==> src/rtl/lsu_pkg.sv <==
// lsu_pkg: shared FSM states, access sizes and fault codes for the load/store unit
package lsu_pkg;
  typedef enum logic [1:0] {IDLE, BUSY, DONE} state_t;
  typedef enum logic [1:0] {SZ_BYTE, SZ_HALF, SZ_WORD} size_t;
  localparam logic [1:0] FC_NONE = 2'b00;
  localparam logic [1:0] FC_MISALIGN = 2'b01;
  localparam logic [1:0] FC_TIMEOUT = 2'b10;
  function automatic size_t dec_size(input logic by, input logic half);
    return by ? SZ_BYTE : half ? SZ_HALF : SZ_WORD;
  endfunction
endpackage

==> src/rtl/lsu_lane_align.sv <==
// lsu_lane_align: byte enables, store-lane replication and load lane extraction/extension
module lsu_lane_align
  import lsu_pkg::*;
(
  input  size_t       i_size,
  input  logic [1:0]  i_off,
  input  logic        i_unsign,
  input  logic [31:0] i_wdata,
  input  logic [31:0] i_rdata,
  output logic [3:0]  o_be,
  output logic [31:0] o_wdata,
  output logic [31:0] o_rdata
);
  logic [7:0]  w_byte;
  logic [15:0] w_half;
  assign w_byte = i_rdata[{i_off, 3'b000} +: 8];
  assign w_half = i_rdata[{i_off[1], 4'b0000} +: 16];
  always_comb begin
    o_be    = i_size == SZ_BYTE ? 4'b0001 << i_off
            : i_size == SZ_HALF ? 4'b0011 << {i_off[1], 1'b0} : 4'b1111;
    o_wdata = i_size == SZ_BYTE ? {4{i_wdata[7:0]}}
            : i_size == SZ_HALF ? {2{i_wdata[15:0]}} : i_wdata;
    o_rdata = i_size == SZ_BYTE ? {{24{~i_unsign & w_byte[7]}}, w_byte}
            : i_size == SZ_HALF ? {{16{~i_unsign & w_half[15]}}, w_half} : i_rdata;
  end
endmodule

==> src/rtl/load_store_unit.sv <==
// load_store_unit: multi-cycle req/ack data-memory stage; LSU_MISALIGN_TRAP_EN enables the misaligned-access trap
module load_store_unit
  import lsu_pkg::*;
#(
  parameter int TIMEOUT = 255
) (
  input  logic        clk,
  input  logic        rst,
  input  logic        mem_read,
  input  logic        mem_write,
  input  logic        by,
  input  logic        half,
  input  logic        unsign,
  input  logic [31:0] addr,
  input  logic [31:0] wdata,
  output logic        stall,
  output logic [31:0] rdata,
  output logic        fault,
  output logic [1:0]  fault_code,
  output logic        bus_req,
  output logic        bus_we,
  output logic [31:0] bus_addr,
  output logic [3:0]  bus_be,
  output logic [31:0] bus_wdata,
  input  logic [31:0] bus_rdata,
  input  logic        bus_ack
);
  state_t      r_state, w_next;
  size_t       r_size, w_size;
  logic [31:0] r_addr, r_wdata, r_rdata, r_cnt, w_rext;
  logic [1:0]  r_fcode, w_fcode;
  logic [3:0]  w_be;
  logic        r_unsign, r_we, r_req, w_acc, w_mis, w_to;

  assign w_size = dec_size(by, half);
  assign w_acc  = mem_read | mem_write;
`ifdef LSU_MISALIGN_TRAP_EN
  assign w_mis = (w_size == SZ_HALF && addr[0]) || (w_size == SZ_WORD && addr[1:0] != 2'b00);
`else
  assign w_mis = 1'b0;
`endif
  // an ack in the expiry cycle takes precedence over the timeout
  assign w_to = TIMEOUT != 0 && r_cnt == 32'(TIMEOUT - 1) && !bus_ack;

  always_comb begin
    w_next  = r_state == IDLE ? (w_acc ? (w_mis ? DONE : BUSY) : IDLE)
            : r_state == BUSY ? ((bus_ack || w_to) ? DONE : BUSY) : IDLE;
    w_fcode = r_state == IDLE && w_acc && w_mis ? FC_MISALIGN
            : r_state == BUSY && w_to ? FC_TIMEOUT : FC_NONE;
  end

  always_ff @(posedge clk or posedge rst)
    if (rst) r_state <= IDLE;
    else     r_state <= w_next;

  always_ff @(posedge clk or posedge rst) begin
    if (rst) begin
      r_addr   <= '0;
      r_wdata  <= '0;
      r_rdata  <= '0;
      r_cnt    <= '0;
      r_size   <= SZ_BYTE;
      r_unsign <= 1'b0;
      r_we     <= 1'b0;
      r_req    <= 1'b0;
      r_fcode  <= FC_NONE;
    end else begin
      r_fcode <= w_fcode;
      if (r_state == IDLE && w_acc) begin
        r_addr   <= addr;
        r_wdata  <= wdata;
        r_size   <= w_size;
        r_unsign <= unsign;
        r_we     <= mem_write;
        r_req    <= !w_mis;
        r_cnt    <= '0;
        if (w_mis) r_rdata <= '0;
      end
      if (r_state == BUSY) begin
        if (bus_ack) begin
          r_req <= 1'b0;
          if (!r_we) r_rdata <= w_rext;
        end else if (w_to) begin
          r_req   <= 1'b0;
          r_rdata <= '0;
        end else r_cnt <= r_cnt + 32'd1;
      end
    end
  end

  lsu_lane_align u_align (
    .i_size  (r_size),
    .i_off   (r_addr[1:0]),
    .i_unsign(r_unsign),
    .i_wdata (r_wdata),
    .i_rdata (bus_rdata),
    .o_be    (w_be),
    .o_wdata (bus_wdata),
    .o_rdata (w_rext)
  );

  assign stall      = (r_state == IDLE && w_acc) || r_state == BUSY;
  assign rdata      = r_rdata;
  assign fault      = r_fcode != FC_NONE;
  assign fault_code = r_fcode;
  assign bus_req    = r_req;
  assign bus_we     = r_we & r_req;
  assign bus_addr   = {r_addr[31:2], 2'b00};
  assign bus_be     = r_req ? w_be : 4'b0000;
endmodule

==> config.mk <==
export PLATFORM = sky130hd
export DESIGN_NAME = load_store_unit
export DESIGN_NICKNAME = d
export VERILOG_FILES = /design/src/rtl/lsu_pkg.sv /design/src/rtl/lsu_lane_align.sv /design/src/rtl/load_store_unit.sv
export SDC_FILE = /design/constraint.sdc
export NUM_CORES = 1
export LEC_CHECK = 0
export ABC_CLOCK_PERIOD_IN_PS = 4900
export CELL_PAD_IN_SITES_DETAIL_PLACEMENT = 1
export CELL_PAD_IN_SITES_GLOBAL_PLACEMENT = 2
export CORE_MARGIN = 3
export CORE_UTILIZATION = 25
export CTS_CLUSTER_SIZE = 25
export DETAILED_ROUTE_END_ITERATION = 10
export HOLD_SLACK_MARGIN = 0.08
export PLACE_DENSITY = 0.84
export SYNTH_ARGS = -nofsm -noshare
export SYNTH_HDL_FRONTEND = slang
export SYNTH_SLANG_ARGS = --single-unit
==> constraint.sdc <==
create_clock -name clk -period 4.9 [get_ports clk]
set_clock_uncertainty 0.1 [all_clocks]
set_input_delay 1.225 -clock clk [delete_from_list [all_inputs] [get_ports clk]]
set_output_delay 1.225 -clock clk [all_outputs]
set_load 0.05 [all_outputs]
==> results.md <==
- The share of synthesized area in the top cell type comes to 47.8%.
- The post-route DRC violation count is 0.
- In this run the worst hold path is classified as reg -> reg.
- The number of flops mapped to enable cells by yosys is 0.
- The number of antenna violations at the first check in global routing was 0.
- The number of iterations in the first detailed-routing pass is 4.
- The top-level port count is 210.
- The detail route stage leaves a number of antenna-violating nets equal to 0.
- The clock tree from TritonCTS is done.
- The via count of the first global-routing pass is 6,440.
- During synthesis, Yosys emitted a total of 0 warnings.
- The total count of max-transition violations in the final report is 0.
- No sink is reached through more buffers than the 2 on the longest clock path.
- Along the worst path, the maximum fanout reaches 3.
- Entering global routing, the biggest net connects 72 pins.
- Setup total negative slack on the finished layout was measured at 0 ns.
- The number of sinks on the clock net is 136.
- The total of max-cap violations is 0.
- The post-CTS repair timing setup buffer count is 0.
- The clock tree root driver cell is clkbuf_16.
- At the later pin of the worst-skew pair, clock insertion delay measures 0.42 ns.
- The cell with the largest stage delay on the worst path is clkdlybuf4s50_1.
- Counting both buffers and inverters, the worst setup path holds a total of 2.
- The most frequent cell after synthesis is nand2_1.
- Excluding fillers, the count of instances in the completed layout stands at 1,332.
- The library cell appearing most often on the critical path is clkdlybuf4s50_1.
- The setup slack on the worst flop-to-flop path is 2.08 ns.
- Once placement completed, the tool counted placed cells totaling 1,301.
- The critical path's top delay family is buffers and inverters.
- The delay of the slowest cell on the worst path is 0.80 ns.
- The detail-routed net length per standard cell is 17.1 µm.
- After floorplanning, the core was divided into 61 placement rows.
- The number of vias in the routed layout is 6,181.
- The post-cts resize count is 0.
- Synthesis produced a netlist whose cell count is 781.
- The number of synthesized register bits is 136.
- At the pin with the least slew margin, the transition time is 1.13 ns.
- Setup repair after global routing left no endpoint under its margin.
- The first routing iteration left 399 violations.
- Sorting the synthesized cells by area gives the leading types as dfrtp_1 48%, nand2_1 13%, mux2i_1 6.3%, buf_4 4.5%, mux2_2 2.8%.
- The maximum level of the CTS H-tree is 4.
- The core footprint is 0.0279 mm².
- The number of antenna repair diodes is 0.
- The type of element capturing the critical path is an output port.
- The overall die area is 0.0305 mm².
- Setup violations remaining at the end of the flow were counted as 0.
- The vertical extent of the die is 175 µm.
- For this design the ratio of total power to cell area is 767 mW/mm².
- The dominant synthesized flop cell is dfrtp_1.
- Routability-driven placement finished with a final weighted congestion of 0.777.
- The total congestion overflow is 0.
- The post-route netlist has 10.1% of its cells at a drive strength greater than 1.
- The number of CTS-inserted buffers is 17.
- In this run the static leakage power is 4.43 nW.
- The final layout contains routed wiring with a total length of 22.8 mm.
- The relative area change from synthesis to final layout is 39.7%.
- The arrival time of data at the critical path endpoint is 2.74 ns.
- The number of hold violations in the final report is 0.
- The critical path start-end classification is in -> out.
- The largest area contributor in the synthesized netlist is dfrtp_1.
- The number of nets in the layout is 1,048.
- A synthesized cell averages 9.11 µm².
- The flow ran to the end, and the final reports show no timing, DRC or antenna violations.
- Input and output buffers added on the ports amount to 206.
- The total standard cell area after synthesis is 0.00712 mm².
- The synthesized netlist contains 52 unique library cells.
- The worst-case IR drop observed on VDD is 232 µV.
- The chip width is 175 µm.
- The element type at the critical path start is an input pin.
- The HPWL after detailed placement is 16.5 mm.
- After clock tree synthesis, the clock-pin slew on the worst setup and hold paths is 0.06 ns.
- The first-pass GRT wire length is 36.3 mm.
- The starting utilization of the core area is 25.5%.
- By count the netlist is led by 249 x nand2_1, 136 x dfrtp_1, 45 x mux2i_1, 43 x buf_4, 37 x o21ai_0.
- Walking the worst path, the cells encountered are clkdlybuf4s50_1, o21ai_4, nand2_1, clkdlybuf4s50_1.
- The sequential-to-total area share from yosys stat is 47.8%.
- The time the final worst path needs with I/O delays and setup is 4.07 ns.
- The remaining max-slew budget at the tightest pin is 23.9%.
- Counting flops with an async set or reset pin after synthesis yields a share of 100%.
- The global router's overall resource usage is 14.9%.
- Data on the critical path is required at its endpoint by 3.58 ns.
- The upper clock frequency limit is 0.246 GHz.
- Using the TritonRoute via totals, the vias-per-cell ratio works out to 4.64.
- In the finished design, the share of the clock period the worst path needs comes to 83.0%.
- The total of fill cells in the finished design is 3,223.
- The number of hold buffers added after CTS was 0.
-- area by class of cell --
cell class | count | area [µm²] | share of cell area (%)
well taps | 378 | 473 | 4.76
inverters | 29 | 113 | 1.13
multi-input cells | 537 | 3150 | 31.7
clock inverters | 13 | 173 | 1.74
clock buffers | 18 | 429 | 4.32
repair buffers | 221 | 2200 | 22.1
flip-flops and latches | 136 | 3400 | 34.2
-- through the flow --
stage	instance area (µm²)	total power, mW	worst slack, ns	utilization [%]	hold slack, ns
after floorplan	7130	5.02	1.05	-	0.340
after global placement	9340	6.30	0.846	33.4	0.354
after detailed placement	9340	6.36	0.840	33.4	0.361
after CTS	9940	7.74	0.838	35.6	0.376
after global routing	9940	8.08	0.703	35.6	0.400
final	9940	7.62	0.834	35.6	0.369
-- power by group --
| group | total [mW] | switching, mW | internal (mW) |
|---|---|---|---|
| clock | 1.34 | 0.531 | 0.805 |
| combinational | 4.45 | 2.96 | 1.50 |
| sequential | 1.83 | 0.298 | 1.53 |
| total | 7.62 | 3.79 | 3.84 |
-- per-layer routing --
metal	vias up	part of all wire, %	routed length, µm	GRT usage (%)
met3	14	4.8	1090	3.56
met1	3092	46	10600	19.6
li1	2923	-	-	-
met4	0	0.86	197	2.73
met2	152	48	11000	25.2
met5	-	0	0	0
-- sequential cells by signal (all words and copies together), names as in the netlist --
name / flops
fault_code: 1
bus_req: 1
r_state: 2
r_size: 2
r_cnt: 32
r_addr: 32
r_wdata: 32
r_unsign: 1
r_we: 1
rdata: 32
-- worst register-to-register path, cell delays in order (launching register included) --
cell     delay, ns
dfrtp_1       0.42
buf_4         0.25
or2_2         0.46
buf_4         0.27
a22oi_2       0.51
nor2_1        0.24
buf_4         0.23
o21ai_0       0.09
mux2i_1       0.11
-- worst paths after layout --
kind	start	endpoint	cells after the start
max in group asynchronous	rst	r_addr[14]	3
setup reg to reg	r_size[1]	rdata[23]	8
setup / recovery	mem_write	stall	4
hold / removal	r_addr[7]	r_addr[7]	2
hold reg to reg	r_addr[7]	r_addr[7]	2
min in group asynchronous	rst	rdata[16]	2
-- cell usage in the layout (no fill, tap or decap), drive strengths merged, types with 16 or more instances in the layout --
cell type / instances
clkbuf: 18
nor2: 22
o21ai: 38
nand2: 249
mux2i: 45
a21oi: 16
nand3: 36
dfrtp: 136
mux2: 24
clkdlybuf4s50: 206
inv: 30
-- cell families after synthesis --
logic type	after synthesis	synth area share [%]
and+or+nand+nor	354	21.5
DFF	136	47.8
buffers and inverters	110	8.28
AOI/OAI and AO/OA	101	9.04
muxes	77	13.0
adders and majority gates	2	0.352
other	1	0.0527
(Power assumes the default switching activity.)
